===== src/rtl/hazard_ctrl_if.sv =====
// Signal bundle between the ID stage and hazard_ctrl: decoded ID fields, EX branch
// resolution, and the pipeline hold/flush/bubble controls returned to the datapath.
interface hazard_ctrl_if #(
   parameter int REG_NUM_BITWIDTH = 5,
   parameter int CNT_BITWIDTH     = 16
);
   logic                        id_valid;
   logic [REG_NUM_BITWIDTH-1:0] id_rs1;
   logic [REG_NUM_BITWIDTH-1:0] id_rs2;
   logic                        id_use_rs1;
   logic                        id_use_rs2;
   logic [REG_NUM_BITWIDTH-1:0] id_rd;
   logic                        id_regWrite;
   logic                        id_memRead;
   logic                        ex_branch_taken;
   logic                        pc_write;
   logic                        ifid_write;
   logic                        ifid_flush;
   logic                        idex_bubble;
   logic                        hazard_stall;
   logic [CNT_BITWIDTH-1:0]     stall_cnt;

   modport master (
      output id_valid, id_rs1, id_rs2, id_use_rs1, id_use_rs2,
             id_rd, id_regWrite, id_memRead, ex_branch_taken,
      input  pc_write, ifid_write, ifid_flush, idex_bubble, hazard_stall, stall_cnt
   );

   modport slave (
      input  id_valid, id_rs1, id_rs2, id_use_rs1, id_use_rs2,
             id_rd, id_regWrite, id_memRead, ex_branch_taken,
      output pc_write, ifid_write, ifid_flush, idex_bubble, hazard_stall, stall_cnt
   );
endinterface


===== src/rtl/hazard_ctrl.sv =====
// RV32I 5-stage hazard controller: tracks EX/MEM destinations, stalls on RAW, squashes on taken branch.
// Define HAZARD_CTRL_FORWARD_EN when the datapath forwards from EX/MEM (only load-use then stalls).
module hazard_ctrl #(
   parameter int REG_NUM_BITWIDTH = 5,
   parameter int CNT_BITWIDTH     = 16
) (
   input  logic          clk,
   input  logic          rst,
   hazard_ctrl_if.slave  hz
);
   typedef struct packed {
      logic                        valid;
      logic [REG_NUM_BITWIDTH-1:0] rd;
      logic                        reg_write;
      logic                        mem_read;
   } slot_t;

   localparam slot_t                   SLOT_EMPTY = '0;
   localparam logic [CNT_BITWIDTH-1:0] CNT_ONE    = {{(CNT_BITWIDTH-1){1'b0}}, 1'b1};

   slot_t                   r_ex;
   slot_t                   r_mem;
   logic [CNT_BITWIDTH-1:0] r_stall_cnt;
   logic                    w_flush;
   logic                    w_stall;
   logic                    w_ex_hit;
   logic                    w_mem_hit;

   function automatic logic f_match(input slot_t slot, input logic use_rs,
                                    input logic [REG_NUM_BITWIDTH-1:0] rs);
      return use_rs && (rs != '0) && slot.valid && slot.reg_write && (slot.rd == rs);
   endfunction

   assign w_ex_hit  = f_match(r_ex,  hz.id_use_rs1, hz.id_rs1) | f_match(r_ex,  hz.id_use_rs2, hz.id_rs2);
   assign w_mem_hit = f_match(r_mem, hz.id_use_rs1, hz.id_rs1) | f_match(r_mem, hz.id_use_rs2, hz.id_rs2);

   // A taken branch seen during reset must not leak out as a flush.
   assign w_flush = hz.ex_branch_taken & ~rst;

`ifdef HAZARD_CTRL_FORWARD_EN
   assign w_stall = hz.id_valid & ~w_flush & r_ex.mem_read & w_ex_hit;
`else
   assign w_stall = hz.id_valid & ~w_flush & (w_ex_hit | w_mem_hit);
`endif

   // NOTE: every output gets its idle value first so no path through the block infers a latch.
   always_comb begin
      hz.pc_write     = 1'b1;
      hz.ifid_write   = 1'b1;
      hz.ifid_flush   = 1'b0;
      hz.idex_bubble  = 1'b0;
      hz.hazard_stall = 1'b0;
      if (w_flush) begin
         hz.ifid_flush  = 1'b1;
         hz.idex_bubble = 1'b1;
      end else if (w_stall) begin
         hz.pc_write     = 1'b0;
         hz.ifid_write   = 1'b0;
         hz.idex_bubble  = 1'b1;
         hz.hazard_stall = 1'b1;
      end
   end

   assign hz.stall_cnt = r_stall_cnt;

   // NOTE: non-blocking assignments let MEM capture the EX contents from before this edge.
   always_ff @(posedge clk or posedge rst) begin
      if (rst) begin
         r_ex        <= SLOT_EMPTY;
         r_mem       <= SLOT_EMPTY;
         r_stall_cnt <= '0;
      end else begin
         r_mem <= r_ex;
         if (w_stall || w_flush) begin
            r_ex <= SLOT_EMPTY;
         end else begin
            r_ex.valid     <= hz.id_valid;
            r_ex.rd        <= hz.id_rd;
            r_ex.reg_write <= hz.id_regWrite;
            r_ex.mem_read  <= hz.id_memRead;
         end
         if (w_stall && (r_stall_cnt != '1)) begin
            r_stall_cnt <= r_stall_cnt + CNT_ONE;
         end
      end
   end
endmodule


===== src/flat_wrapper.sv =====
// flat-port wrapper written by rule: the top's interface ports become plain ports
module hazard_ctrl_flat 
#(
   parameter int REG_NUM_BITWIDTH = 5,
   parameter int CNT_BITWIDTH     = 16
)
  (clk, rst, hz_id_valid, hz_id_rs1, hz_id_rs2, hz_id_use_rs1, hz_id_use_rs2, hz_id_rd, hz_id_regWrite, hz_id_memRead, hz_ex_branch_taken, hz_pc_write, hz_ifid_write, hz_ifid_flush, hz_idex_bubble, hz_hazard_stall, hz_stall_cnt);
  hazard_ctrl_if #(.REG_NUM_BITWIDTH(REG_NUM_BITWIDTH), .CNT_BITWIDTH(CNT_BITWIDTH)) hz_i ();
  input  logic clk;
  input  logic rst;
  input wire logic [$bits(hz_i.id_valid)-1:0] hz_id_valid;
  input wire logic [$bits(hz_i.id_rs1)-1:0] hz_id_rs1;
  input wire logic [$bits(hz_i.id_rs2)-1:0] hz_id_rs2;
  input wire logic [$bits(hz_i.id_use_rs1)-1:0] hz_id_use_rs1;
  input wire logic [$bits(hz_i.id_use_rs2)-1:0] hz_id_use_rs2;
  input wire logic [$bits(hz_i.id_rd)-1:0] hz_id_rd;
  input wire logic [$bits(hz_i.id_regWrite)-1:0] hz_id_regWrite;
  input wire logic [$bits(hz_i.id_memRead)-1:0] hz_id_memRead;
  input wire logic [$bits(hz_i.ex_branch_taken)-1:0] hz_ex_branch_taken;
  output wire logic [$bits(hz_i.pc_write)-1:0] hz_pc_write;
  output wire logic [$bits(hz_i.ifid_write)-1:0] hz_ifid_write;
  output wire logic [$bits(hz_i.ifid_flush)-1:0] hz_ifid_flush;
  output wire logic [$bits(hz_i.idex_bubble)-1:0] hz_idex_bubble;
  output wire logic [$bits(hz_i.hazard_stall)-1:0] hz_hazard_stall;
  output wire logic [$bits(hz_i.stall_cnt)-1:0] hz_stall_cnt;
  assign hz_i.id_valid = hz_id_valid;
  assign hz_i.id_rs1 = hz_id_rs1;
  assign hz_i.id_rs2 = hz_id_rs2;
  assign hz_i.id_use_rs1 = hz_id_use_rs1;
  assign hz_i.id_use_rs2 = hz_id_use_rs2;
  assign hz_i.id_rd = hz_id_rd;
  assign hz_i.id_regWrite = hz_id_regWrite;
  assign hz_i.id_memRead = hz_id_memRead;
  assign hz_i.ex_branch_taken = hz_ex_branch_taken;
  assign hz_pc_write = hz_i.pc_write;
  assign hz_ifid_write = hz_i.ifid_write;
  assign hz_ifid_flush = hz_i.ifid_flush;
  assign hz_idex_bubble = hz_i.idex_bubble;
  assign hz_hazard_stall = hz_i.hazard_stall;
  assign hz_stall_cnt = hz_i.stall_cnt;
  hazard_ctrl #(.REG_NUM_BITWIDTH(REG_NUM_BITWIDTH), .CNT_BITWIDTH(CNT_BITWIDTH)) u_core (.clk(clk), .rst(rst), .hz(hz_i));
endmodule

===== config.mk =====
export PLATFORM = sky130hd
export DESIGN_NAME = hazard_ctrl_flat
export DESIGN_NICKNAME = d
export VERILOG_FILES = /design/src/rtl/hazard_ctrl_if.sv /design/src/rtl/hazard_ctrl.sv /design/src/flat_wrapper.sv
export SDC_FILE = /design/constraint.sdc
export NUM_CORES = 1
export LEC_CHECK = 0
export BUFFER_PORTS_ARGS = -buffer_cell sky130_fd_sc_hd__buf_2
export CORE_AREA = 5 5 61 85
export CTS_CLUSTER_DIAMETER = 200
export DETAILED_ROUTE_END_ITERATION = 12
export DIE_AREA = 0 0 66 90
export GPL_ROUTABILITY_DRIVEN = 1
export PLACE_DENSITY_LB_ADDON = 0.1
export SLEW_MARGIN = 40
export SYNTH_ARGS = -nofsm -noshare
export SYNTH_HDL_FRONTEND = slang
export SYNTH_SLANG_ARGS = --single-unit

===== constraint.sdc =====
create_clock -name clk -period 2.45 [get_ports clk]
set_input_delay 0.1225 -clock clk [delete_from_list [all_inputs] [get_ports clk]]
set_output_delay 0.1225 -clock clk [all_outputs]
set_load 0.02 [all_outputs]

==> metrics.txt <==
Worst Path Buf+Inv 3; Synth Flop Type dfrtp_1; ys async rst share 1.00; Post-Synth Adder-Cell Area 0.00859; Buffers on Ports 42; Final HPWL DP 2.67 mm; Setup CP Type reg -> out; Yosys top cell by area dfrtp_1; ant diodes 0; Clk pin slew, worst setup/hold paths 0.06 ns; WP data required about 2.3 ns; post-synthesis register bit count 30; Die Y about 90 microns; Arrival @ worst endpoint 2.04 ns; clk buf depth 2; initial antenna violation count 0; Max-Cap Viols 0; root buffer cell clkbuf_8; worst hold slack between 0.05 and 0.06 ns; RSZ-0062 raised after global routing false; vias per cell ~4.7; total negative slack 0 ns; slew of the pin with the lowest slew margin between 0.3 and 0.4 ns; pin count of the biggest net entering global routing 31; period utilization 0.883; met3 Use GR 0.0374; ANT nets after route 0; met1 Usage GRT 0.118; Syn Inst Count ~130; CTS Buf Count 5; drt wl/cell approximately 14 microns; CTS tree built; Compound-Gate Fraction of Synth Area 0.0292; top-area cell type share of the netlist area 0.515; TritonRoute pass-1 iters 4; dpl cells roughly 240; Clock Latency Late Sink around 0.27 ns; Vias around 1200; Post-synth EDFFs 0; Pleak approximately 0.9 nW; met2 GRT Util 0.238; max incr delay on CP 0.42 ns; RePlAce Congestion between 0.8 and 0.9; Tmin final between 2 and 2.5 ns; top post-synthesis cells by count dfrtp_1, xnor2_1, nand3_1; I/O pins 44; H-tree levels 2; wirelength, routed 3.38 mm; Layout area overhead 27.7%; largest family of logic cells by synthesized area XOR/XNOR gates; syn_area_per_cell about 11 sq um; Iter 0 DRT Violations between 40 and 50; CP endpoint kind output port; Netlist cell types 24; vias in the first global route between 1000 and 1500; Crit-path slowest cell dfrtp_1; gr ovfl total 0; row count 29; total die area between 0.005 and 0.006 sq mm; count of final setup violators 0; Most Used Layer, Global Route met2; nets@finish 209; Slew Limit Fails 0; post-synthesis simple-gate area fraction 0.204; Syn Nets between 150 and 200; crit-path cells xnor2_1, nand3_1, nor4_1, o211ai_1, a21oi_4, buf_4, inv_1, buf_2; Initial Utilization 0.332; Total GRT Usage 0.124; status completed; multiplexer area fraction after synthesis 0.0155; DRC errors left 0; max_slew headroom 0.741; pwr/cell area between 500 and 600 mW/mm^2; clk sinks 30; Final Hold Vio Count 0; top area cells in the synthesized netlist dfrtp_1, xnor2_1, xor2_1; clk_skew roughly 0.0051 ns; part of the Yosys area used for sequential elements 0.515; Yosys warning total 0; top cell family by delay on the critical path compound AO/OA/AOI/OAI gates; Hold Crit Class in -> reg; VDD IR-drop max around 0.28 mV; global-route wire length before repair 5.64 mm; Mapped Area 0.00146 sq mm; chip width 66 microns; Cell Count, Final, Fillers Out 247; fmax 463 MHz; CP max FO 7; most frequent cell after synthesis dfrtp_1; XOR/XNOR Fraction of Synth Area 0.204; fraction of layout cells with a size suffix above 1 0.308; CP startpoint kind flip-flop; area of the core about 0.0044 sq mm
area by class of cell:
class	count	area (sq um)
Clock buffer	7	76.3
Fill cell	447	2530
Inverter	3	11.3
Multi-Input combinational cell	96	679
Sequential cell	30	751
Tap cell	62	77.6
Timing Repair Buffer	49	265
kinds of logic (layout without fill, tap and decap cells):
kind of cell,count (synthesis),after routing
simple gates,53,53
mux,2,2
compound gates,6,6
fa+ha+maj,1,1
flops,30,30
xor+xnor,34,34
buf+inv,6,59
per-stage QoR:
step / setup slack [ns] / instance area [sq um] / utilization / total power [W]
CTS: 0.00226 / 1830 / 0.417 / 0.00102
floorplan: 0.530 / 1460 / - / 0.000607
finish: 0.288 / 1860 / 0.424 / 0.00101
global route: 0.0721 / 1860 / 0.424 / 0.00106
global placement: 0.259 / 1740 / 0.397 / 0.000652
detailed placement: 0.249 / 1740 / 0.397 / 0.000655
timing repair:
action	4_1_cts	5_1_grt
setup buffers	0	3
hold endpoints to repair	30	0
hold buffers	1	0
endpoints found under the setup margin	0	3
gates resized for setup	0	1
where the power goes:
group / total [W] / internal (W) / switching (W)
clock network: 0.000359 / 0.000195 / 0.000164
registers: 0.000535 / 0.000516 / 0.0000187
logic: 0.000111 / 0.0000526 / 0.0000583
worst paths after layout:
check                      slack, ns                startpoint                             endpoint  depth (start not counted)
setup reg to reg                0.39  u_core.r_ex[6]$_DFF_PP0_  u_core.hz.stall_cnt[12]$_DFFE_PP0P_                          8
min in group asynchronous       0.48                       rst   u_core.hz.stall_cnt[9]$_DFFE_PP0P_                          4
hold reg to reg                 0.38  u_core.r_ex[1]$_DFF_PP0_            u_core.r_mem[1]$_DFF_PP0_                          0
max in group asynchronous       1.68                       rst  u_core.hz.stall_cnt[12]$_DFFE_PP0P_                          4
setup / recovery                0.29  u_core.r_ex[6]$_DFF_PP0_                          hz_pc_write                          8
hold / removal                  0.05               hz_id_rd[4]             u_core.r_ex[6]$_DFF_PP0_                          2
layer usage:
layer / up-vias / share of wire
met1: 568 / 0.34
met2: 29 / 0.59
met5: - / 0
met3: 6 / 0.055
li1: 554 / -
met4: 0 / 0.018
flip-flops by register name, indices dropped and copies added, names as in the netlist:
register             cells
u_core.r_ex              7
u_core.hz.stall_cnt     16
u_core.r_mem             7
layout by cell type (no fill, tap or decap), drive strengths merged, types with 3 or more instances in the layout:
master and count:
and2 7, and3 6, buf 48, clkbuf 7, dfrtp 30, inv 3
nand2 7, nand3 11, nand4 8, nor2 4, nor4 4, xnor2 26
xor2 8
Note: power is estimated with default switching activity, not from simulation.
